<file path="config.mk">
export PLATFORM = sky130hd
export DESIGN_NAME = pipe_hazard_ctrl
export DESIGN_NICKNAME = d
export VERILOG_FILES = /design/src/rtl/pipe_hazard_ctrl.sv
export SDC_FILE = /design/constraint.sdc
export NUM_CORES = 1
export LEC_CHECK = 0
export CORE_MARGIN = 2
export CORE_UTILIZATION = 25
export CTS_BUF_LIST = sky130_fd_sc_hd__clkbuf_4 sky130_fd_sc_hd__clkbuf_8
export DETAILED_ROUTE_END_ITERATION = 16
export GPL_ROUTABILITY_DRIVEN = 0
export HOLD_SLACK_MARGIN = 0.03
export REMOVE_ABC_BUFFERS = 1
export SLEW_MARGIN = 20
export SYNTH_ARGS = -nofsm -noshare
export SYNTH_HDL_FRONTEND = slang
export SYNTH_SLANG_ARGS = --single-unit
export TNS_END_PERCENT = 50
</file>
<file path="constraint.sdc">
create_clock -name clk -period 3.2 [get_ports clk]
set_clock_uncertainty 0.1 [all_clocks]
set_input_delay 0.64 -clock clk [delete_from_list [all_inputs] [get_ports clk]]
set_output_delay 0.64 -clock clk [all_outputs]
set_load 0.05 [all_outputs]
</file>
<file path="src/rtl/pipe_hazard_ctrl.sv">
// Pipeline stall/refresh controller for an N-register in-order pipe, with a
// multi-outstanding instruction-fetch channel (credits, skid slot, flush drain).
module pipe_hazard_ctrl #(
    parameter int STAGES  = 4,
    parameter int MAX_OUT = 2,
    parameter int CNT_W   = $clog2(MAX_OUT + 1)
) (
    input  logic                      clk,
    input  logic                      rst,
    input  logic [STAGES-1:0]         hold,
    input  logic                      flush_req,
    input  logic [$clog2(STAGES)-1:0] flush_stage,
    input  logic                      inst_addr_ok,
    input  logic                      inst_data_ok,
    output logic                      inst_req,
    output logic                      inst_drop,
    output logic                      skid_load,
    output logic                      r0_src_skid,
    output logic [STAGES-1:0]         stage_valid,
    output logic [STAGES-1:0]         stall,
    output logic [STAGES-1:0]         refresh,
    output logic                      proto_err
);

    localparam int unsigned SW  = $clog2(STAGES);
    localparam int unsigned CW1 = CNT_W + 1;

    localparam logic [0:0] RUN   = 1'b0;
    localparam logic [0:0] DRAIN = 1'b1;

    logic [0:0]        state, state_n;
    logic [STAGES-1:0] valid_q, valid_n;
    logic [CNT_W-1:0]  out_cnt, out_cnt_n;
    logic [CNT_W-1:0]  drop_cnt, drop_cnt_n;
    logic              skid_valid, skid_valid_n;
    logic              proto_err_q, proto_err_n;

    logic [STAGES-1:0] flushed;
    logic [STAGES-1:0] stall_c;
    logic [STAGES-1:0] refresh_c;
    logic              credit_ok;
    logic              req_c;
    logic              fire;
    logic              resp_ok;
    logic              resp_load;
    logic              drop_c;
    logic              skid_load_c;
    logic              src_skid_c;

    // Flush mask and oldest-first stall chain; invalid registers never stall
    always_comb begin
        flushed = '0;
        stall_c = '0;
        for (int i = 0; i < STAGES; i++) begin
            flushed[i] = flush_req && (SW'(i) <= flush_stage);
        end
        stall_c[STAGES-1] = valid_q[STAGES-1] & hold[STAGES-1] & ~flushed[STAGES-1];
        for (int i = STAGES - 2; i >= 0; i--) begin
            stall_c[i] = valid_q[i] & (hold[i] | stall_c[i+1]) & ~flushed[i];
        end
    end

    // Next-state: fetch credits, R[0] source selection, valid bits and drain FSM
    always_comb begin
        state_n      = state;
        valid_n      = valid_q;
        out_cnt_n    = out_cnt;
        drop_cnt_n   = drop_cnt;
        skid_valid_n = skid_valid;
        proto_err_n  = proto_err_q;
        refresh_c    = '0;
        skid_load_c  = 1'b0;
        src_skid_c   = 1'b0;

        credit_ok = ({1'b0, out_cnt} + CW1'(skid_valid)) < CW1'(MAX_OUT);
        req_c     = (state == RUN) && !flush_req && credit_ok;
        fire      = req_c && inst_addr_ok;
        resp_ok   = inst_data_ok && (out_cnt != '0);
        drop_c    = (state == DRAIN) && resp_ok;
        resp_load = (state == RUN) && resp_ok && !flushed[0];

        // A response with nothing outstanding is a bus protocol violation
        if (inst_data_ok && (out_cnt == '0)) begin
            proto_err_n = 1'b1;
        end

        // Bubble behind any stalled register, and squash everything flushed
        refresh_c[0] = flushed[0];
        for (int i = 1; i < STAGES; i++) begin
            refresh_c[i] = flushed[i] | (~stall_c[i] & stall_c[i-1]);
        end

        // R[0] prefers the skid slot; a response that cannot enter R[0] goes to skid
        if (!flushed[0] && !stall_c[0]) begin
            if (skid_valid) begin
                src_skid_c  = 1'b1;
                skid_load_c = resp_load;
            end else if (!resp_load) begin
                refresh_c[0] = 1'b1;
            end
        end else if (stall_c[0] && resp_load) begin
            if (!skid_valid) begin
                skid_load_c = 1'b1;
            end else begin
                proto_err_n = 1'b1;
            end
        end

        if (src_skid_c) begin
            skid_valid_n = skid_load_c;
        end else if (skid_load_c) begin
            skid_valid_n = 1'b1;
        end
        if (flushed[0]) begin
            skid_valid_n = 1'b0;
        end

        if (refresh_c[0]) begin
            valid_n[0] = 1'b0;
        end else if (!stall_c[0]) begin
            valid_n[0] = 1'b1;
        end
        for (int i = 1; i < STAGES; i++) begin
            if (refresh_c[i]) begin
                valid_n[i] = 1'b0;
            end else if (!stall_c[i]) begin
                valid_n[i] = valid_q[i-1];
            end
        end

        out_cnt_n = out_cnt + CNT_W'(fire) - CNT_W'(resp_ok);

        case (state)
            RUN: begin
                if (flush_req) begin
                    drop_cnt_n = out_cnt - CNT_W'(resp_ok) + CNT_W'(fire);
                    if (drop_cnt_n != '0) begin
                        state_n = DRAIN;
                    end
                end
            end
            DRAIN: begin
                if (resp_ok) begin
                    drop_cnt_n = drop_cnt - CNT_W'(1);
                    if (drop_cnt == CNT_W'(1)) begin
                        state_n = RUN;
                    end
                end
            end
            default: state_n = RUN;
        endcase
    end

    // State registers
    always_ff @(posedge clk or posedge rst) begin
        if (rst) begin
            state       <= RUN;
            valid_q     <= '0;
            out_cnt     <= '0;
            drop_cnt    <= '0;
            skid_valid  <= 1'b0;
            proto_err_q <= 1'b0;
        end else begin
            state       <= state_n;
            valid_q     <= valid_n;
            out_cnt     <= out_cnt_n;
            drop_cnt    <= drop_cnt_n;
            skid_valid  <= skid_valid_n;
            proto_err_q <= proto_err_n;
        end
    end

    // Control outputs are forced quiet while reset is asserted
    assign inst_req    = req_c & ~rst;
    assign inst_drop   = drop_c & ~rst;
    assign skid_load   = skid_load_c & ~rst;
    assign r0_src_skid = src_skid_c & ~rst;
    assign stall       = rst ? '0 : stall_c;
    assign refresh     = rst ? '1 : refresh_c;
    assign stage_valid = valid_q;
    assign proto_err   = proto_err_q;

endmodule

</file>
==> results of run 1 <==
## per-stage QoR
| stage | hold slack [ps] | setup TNS, ps | instances | utilization (%) | total power, mW |
|---|---|---|---|---|---|
| 3_3_place_gp | 367 | 0 | 169 | 41.5 | 0.503 |
| 5_1_grt | 428 | 0 | 173 | 42.7 | 0.662 |
| 6_report | 384 | 0 | 173 | 42.7 | 0.611 |
| 4_1_cts | 383 | 0 | 173 | 42.5 | 0.619 |
| 2_1_floorplan | 411 | -308 | 91 | - | 0.397 |
| 3_5_place_dp | 364 | 0 | 169 | 41.5 | 0.518 |
## final cells by class
class / instances / area, µm² / share of cell area (%)
well taps: 44 / 55.1 / 4.26
clock buffers: 4 / 30.0 / 2.32
repair buffers: 34 / 435 / 33.7
multi-input cells: 72 / 467 / 36.1
inverters: 8 / 30.0 / 2.32
flip-flops and latches: 11 / 275 / 21.3
## power groups by stage
stage	combinational, mW	clock, mW	sequential (mW)
final	0.296	0.0988	0.216
after global routing	0.331	0.109	0.222
after global placement	0.287	0	0.216
after detailed placement	0.300	0	0.218
after CTS	0.302	0.102	0.215
after floorplan	0.168	0	0.229
## worst register-to-register path, delay by kind of cell, from the launching register on
kind                     cells  cell delay (ps)
XOR/XNOR                     2              300
flip-flops                   1              410
AO/OA/AOI/OAI                3              940
adder cells (fa/ha/maj)      2              510
buffers and inverters        2              240
## cells in the mapped netlist (all sizes together)
cell,count
a2111oi,1
a211oi,1
a21boi,2
a21o,3
a21oi,8
a22o,1
a22oi,1
a311o,1
a32o,1
and2,3
and3,4
and4,1
buf,1
clkbuf,3
dfrtp,11
ha,3
inv,8
nand2,9
nand3,2
nand4,1
nor2,9
nor2b,1
nor3,3
o211ai,1
o21a,1
o21ai,7
o31ai,3
o41ai,2
or3,1
xnor2,2
## metal layers
metal / global-route usage [%] / part of all wire [%] / vias up / wire length [µm]
met2: 24.8 / 54 / 25 / 1120
met4: 1.90 / 0 / 0 / 0
met1: 14.4 / 40 / 397 / 838
met3: 2.77 / 5.7 / 0 / 118
li1: - / - / 416 / -
met5: 0 / 0 / - / 0
## worst max path at each step
stage | start | end | slack, ps | cells after the start
5_1_grt | flush_stage[0] | refresh[0] | 50 | 7
6_report | flush_stage[0] | refresh[0] | 140 | 7
3_5_place_dp | flush_req | drop_cnt[1] | 10 | 11
2_1_floorplan | stage_valid[0] | refresh[0] | -310 | 3
3_3_place_gp | flush_stage[1] | refresh[0] | 50 | 7
4_1_cts | flush_stage[1] | refresh[0] | 20 | 7
## sequential cells by signal (all words and copies together), names as in the netlist
signal       flops
out_cnt          2
drop_cnt         2
state            1
stage_valid      4
proto_err        1
skid_valid       1
## cell families (layout without fill, tap and decap cells)
group | count (synthesis) | after routing | share of synthesized area [%]
AO/OA/AOI/OAI | 33 | 33 | 30.6
XOR/XNOR | 2 | 2 | 2.21
adder cells (fa/ha/maj) | 3 | 3 | 4.72
buffers and inverters | 12 | 46 | 6.61
flip-flops | 11 | 11 | 34.6
AND/OR/NAND/NOR | 34 | 34 | 21.3
==> metrics.csv, run 1 <==
stage,metric,value,unit
run_status,outcome,"finished, final reports clean",
min_path,Worst Hold Depth,2,
logic_synthesis,biggest area consumer among synthesized cells,dfrtp_1,
die,# rows,20,
pwr,Leak Pwr,0.566,nW
grt,first-pass GRT wire length,3540,µm
timing,Max Slew Vio Count,0,
cells_and_area,Fillers,313,
logic_synthesis,Syn Inst Count,95,
die,die area,0.00365,mm²
timing,Slew @ Worst Pin,694,ps
min_path,worst min path class,reg -> reg,
routing,post-DR vias/cell,4.84,
grt,grt ovf,0,
clock_network,insertion delay to the later sink of the worst-skew pair,260,ps
clock_network,CTS tree,yes,
pwr,Sw Share,40.9,%
cells_and_area,"commonest non-fill, non-tap cell in the layout",clkdlybuf4s50_1,
routing,Detailed Routing Iterations Pass 1,4,
cells_and_area,# diodes,0,
logic_synthesis,register area share after synthesis,34.6,%
pwr,Pint,0.361,mW
critical_path,CP required,2460,ps
routing,routed len/inst,12.0,µm
clock_network,cts bufs inserted,3,
placed_design,IO Port Bufs,27,
cells_and_area,fin area,0.00129,mm²
clock_network,hold_buf cts,0,
cells_and_area,"leading cell types in the layout, fill and taps excluded","13 x clkdlybuf4s50_1, 11 x dfrtp_1, 11 x buf_12",
placed_design,hpwl dp,1740,µm
pwr,peak supply drop,0.000133,V
critical_path,Bufs and invs on worst path,4,
grt,Global Route Usage Sum,12.8,%
routing,Routed Antenna Nets,0,
die,chip width,60.4,µm
clock_network,post-cts gate resize count,0,
logic_synthesis,yosys warns,0,
cells_and_area,Area Overhead vs Synth,62.7,%
critical_path,crit path cell chain,clkdlybuf4s50_1 > o21ai_0 > buf_4 > a22o_1 > o41ai_1 > buf_4 > buf_12,
logic_synthesis,Yosys reg bits,11,
routing,Initial DRC Count,58,
timing,Fin. Hold Viols,0,
clock_network,postcts setup bufs,0,
critical_path,crit-path max FO,4,
grt,vias in the first global route,839,
timing,RSZ-0062 raised after global routing,no,
timing,Rel. slew slack,53.2,%
critical_path,R2R Path Start,out_cnt[1],
timing,post-layout min period,3060,ps
critical_path,slowest CP cell,clkdlybuf4s50_1,
routing,number of remaining DRC errors,0,
critical_path,Worst R2R Setup Slack,580,ps
clock_network,clk root buf,clkbuf_4,
pwr,switching power total,0.249,mW
logic_synthesis,Synth area leaders,"dfrtp_1 35%, ha_1 4.7%, a21oi_1 4.4%",
critical_path,CP most frequent cell,buf_4,
die,Die Y,60.4,µm
logic_synthesis,unique cell type count in the Yosys netlist,34,
routing,Via Count,838,
grt,initial antenna violation count,0,
logic_synthesis,Syn Area/Cell,8.36,µm²
clock_network,clock sinks,11,
critical_path,Setup Crit Path Kind,in -> out,
critical_path,Startpoint Class,input port,
job,maxcap violations,0,
pwr,Gate power share,48.5,%
min_path,hold wc startpoint,proto_err,
placed_design,Placement Setup Slack,12.2,ps
critical_path,reg-to-reg critical path endpoint,drop_cnt[1],
die,IO Count,28,
cells_and_area,layout cells sized above 1,20.9,%
critical_path,delay of the slowest critical-path stage,510,ps
pwr,register share of total power,35.3,%
routing,Post-Route WL,2080,µm
grt,largest net degree at the start of global routing,12,
pwr,power density cells,472,mW/mm²
critical_path,CP Capture Type,output port,
timing,Max Freq,327,MHz
critical_path,Worst Path Arrival,2320,ps
placed_design,Area after DPL,0.00126,mm²
timing,period utilization,95.6,%
timing,setup violators final,0,
clock_network,H-tree depth,1,
cells_and_area,fin nets,144,
min_path,hold path endpoint,proto_err,
timing,Final WS setup,142,ps
critical_path,R2R depth,9,
logic_synthesis,post-synth top area share,34.6,%
clock_network,Max Buffers Root-to-Sink,2,
logic_synthesis,Post-Synthesis Cell Area,795,µm²
die,core area,0.00303,mm²
pwr,Clk pwr share,16.2,%
clock_network,clock slew at reported path FFs,70,ps
die,Starting Density,26.2,%
critical_path,"CP delay by family, top",buffers and inverters,
(Power assumes the default switching activity.)
==> inputs of run 2 (changes only) <==
--- a/config.mk
+++ b/config.mk
@@ -5,11 +5,11 @@
 export SDC_FILE = /design/constraint.sdc
 export NUM_CORES = 1
 export LEC_CHECK = 0
+export CAP_MARGIN = 20
 export CORE_MARGIN = 2
 export CORE_UTILIZATION = 25
 export CTS_BUF_LIST = sky130_fd_sc_hd__clkbuf_4 sky130_fd_sc_hd__clkbuf_8
 export DETAILED_ROUTE_END_ITERATION = 16
-export GPL_ROUTABILITY_DRIVEN = 0
 export HOLD_SLACK_MARGIN = 0.03
 export REMOVE_ABC_BUFFERS = 1
 export SLEW_MARGIN = 20
==> results of run 2 <==
Final layout, timing and power as in run 1 (identical DEF).
==> inputs of run 3 (changes only) <==
==> constraint.sdc (replaced) <==
create_clock -name clk -period 3.2 [get_ports clk]
set_clock_uncertainty 0.1 [all_clocks]
set_input_delay 0.48 -clock clk [delete_from_list [all_inputs] [get_ports clk]]
set_output_delay 0.48 -clock clk [all_outputs]
set_load 0.05 [all_outputs]
==> run 3 against run 2 <==
  * Core utilization decreased by 2.2 points
  * Worst setup slack improved by 41 ps
  * Via count decreased by 3.9%
  * Non-clock buffer count decreased by 3
  * Count of clock-buffer cells in the layout decreased by 1
  * First-iteration DRC count decreased by 28%
  * Clock power decreased by 2%
  * Total power decreased by 3.2%
  * Register-to-register slack improved by 70 ps
  * Sequential cell count unchanged
  * Critical endpoint unchanged
==> metrics.csv, run 3 (synthesis results as in run 1) <==
stage,metric,value,unit
timing,Max Slew Vio Count,0,
grt,vias in the first global route,816,
timing,total negative slack,0,ps
run_status,outcome,"finished, final reports clean",
clock_network,cts bufs inserted,3,
grt,first-pass GRT wire length,3460,µm
critical_path,Setup Crit Path Kind,in -> out,
timing,Slew @ Worst Pin,634,ps
clock_network,Max Buffers Root-to-Sink,2,
placed_design,IO Port Bufs,27,
cells_and_area,Area Overhead vs Synth,54.2,%
critical_path,crit path cell chain,clkdlybuf4s50_1 > buf_4 > a21boi_4 > and4_1 > o41ai_1 > buf_12,
routing,post-DR vias/cell,4.74,
cells_and_area,max reg flops,4,
routing,Post-Route WL,2090,µm
timing,Max Freq,331,MHz
critical_path,slowest CP cell,o41ai_1,
routing,Via Count,805,
die,die area,0.00365,mm²
critical_path,Worst Path Arrival,2440,ps
critical_path,Bufs and invs on worst path,3,
routing,Detailed Routing Iterations Pass 1,4,
cells_and_area,"leading cell types in the layout, fill and taps excluded","15 x clkdlybuf4s50_1, 11 x dfrtp_1, 9 x nor2_1, 9 x nand2_1",
pwr,Leak Pwr,0.525,nW
routing,number of remaining DRC errors,0,
pwr,total power,0.591,mW
critical_path,Startpoint Class,input port,
timing,Fin. Hold Viols,0,
clock_network,clock slew at reported path FFs,70,ps
timing,Final WS setup,183,ps
routing,Initial DRC Count,42,
die,# rows,20,
critical_path,CP required,2620,ps
critical_path,CP Capture Type,output port,
timing,RSZ-0062 raised after global routing,no,
cells_and_area,fin nets,141,
placed_design,Final Wtd Congestion,0.825,
timing,post-layout min period,3020,ps
clock_network,hold_buf cts,0,
placed_design,Placement Setup Slack,169,ps
routing,Routed Antenna Nets,0,
clock_network,insertion delay to the later sink of the worst-skew pair,280,ps
die,Die Y,60.4,µm
grt,initial antenna violation count,0,
grt,largest net degree at the start of global routing,14,
placed_design,hpwl dp,1600,µm
clock_network,H-tree depth,1,
die,chip width,60.4,µm
grt,grt ovf,0,
critical_path,"CP delay by family, top",buffers and inverters,
critical_path,crit-path max FO,13,
timing,setup violators final,0,
timing,period utilization,94.3,%
clock_network,clock sinks,11,
die,IO Count,28,
critical_path,delay of the slowest critical-path stage,600,ps
timing,Rel. slew slack,57.3,%
routing,routed len/inst,12.3,µm
die,Starting Density,26.2,%
min_path,worst min path class,reg -> reg,
clock_network,CTS tree,yes,
job,maxcap violations,0,
grt,Global Route Usage Sum,12.5,%
clock_network,postcts setup bufs,0,
cells_and_area,layout cells sized above 1,19.0,%
cells_and_area,"commonest non-fill, non-tap cell in the layout",clkdlybuf4s50_1,
clock_network,post-cts gate resize count,0,
pwr,peak supply drop,0.000133,V
die,core area,0.00303,mm²
pwr,power density cells,482,mW/mm²
clock_network,clk root buf,clkbuf_4,
cells_and_area,# diodes,0,
-- run 3: cell types whose count changed in the layout (fill, tap and decap cells not counted) --
cell             before  now
dlymetal6s2s_1        2    0
clkdlybuf4s50_1      13   15
clkbuf_4              4    3
buf_12               11    8
clkinv_2              0    1
-- run 3: layout make-up --
class | instances | area [µm²]
fill | 305 | 1800
clock inverter | 1 | 5.00
sequential | 11 | 275
clock buffer | 3 | 22.5
timing repair buffer | 31 | 370
inverter | 8 | 30.0
tap | 44 | 55.1
multi-input combinational | 72 | 467
-- run 3: worst paths after layout --
| path | depth (start not counted) | slack (ps) | to | startpoint |
|---|---|---|---|---|
| worst max-delay path | 6 | 180 | refresh[0] | flush_req |
| worst min-delay path | 2 | 390 | proto_err | proto_err |
| worst max register to register | 9 | 650 | drop_cnt[1] | out_cnt[1] |
| worst min register to register | 2 | 390 | proto_err | proto_err |
| max in group asynchronous | 3 | 1980 | stage_valid[1] | rst |
| min in group asynchronous | 2 | 600 | out_cnt[1] | rst |
-- run 3: through the flow --
step | instances | instance area [µm²] | util, % | hold slack (ps)
after floorplan | 91 | 772 | - | 251
after global placement | 166 | 1200 | 39.5 | 373
after detailed placement | 166 | 1200 | 39.5 | 378
after CTS | 170 | 1220 | 40.5 | 401
after global routing | 170 | 1220 | 40.5 | 424
final | 170 | 1220 | 40.5 | 393
-- run 3: power by group --
part / switching, mW / total (mW) / internal, mW
Clock: 0.0509 / 0.0972 / 0.0463
Combinational: 0.161 / 0.279 / 0.118
Sequential: 0.0382 / 0.214 / 0.176
Total: 0.250 / 0.591 / 0.341
-- run 3: worst min-delay path, stage by stage (launching register included) --
cell and delay (ps):
dfrtp_1 360, a21oi_1 60, o41ai_2 40
-- run 3: metal layers --
metal / track usage, % / share of wire [%] / up-vias
met5: 0 / 0 / -
met4: 3.81 / 0.38 / 0
met3: 3.41 / 6.1 / 2
met2: 22.8 / 51 / 23
met1: 14.2 / 43 / 374
li1: - / - / 406
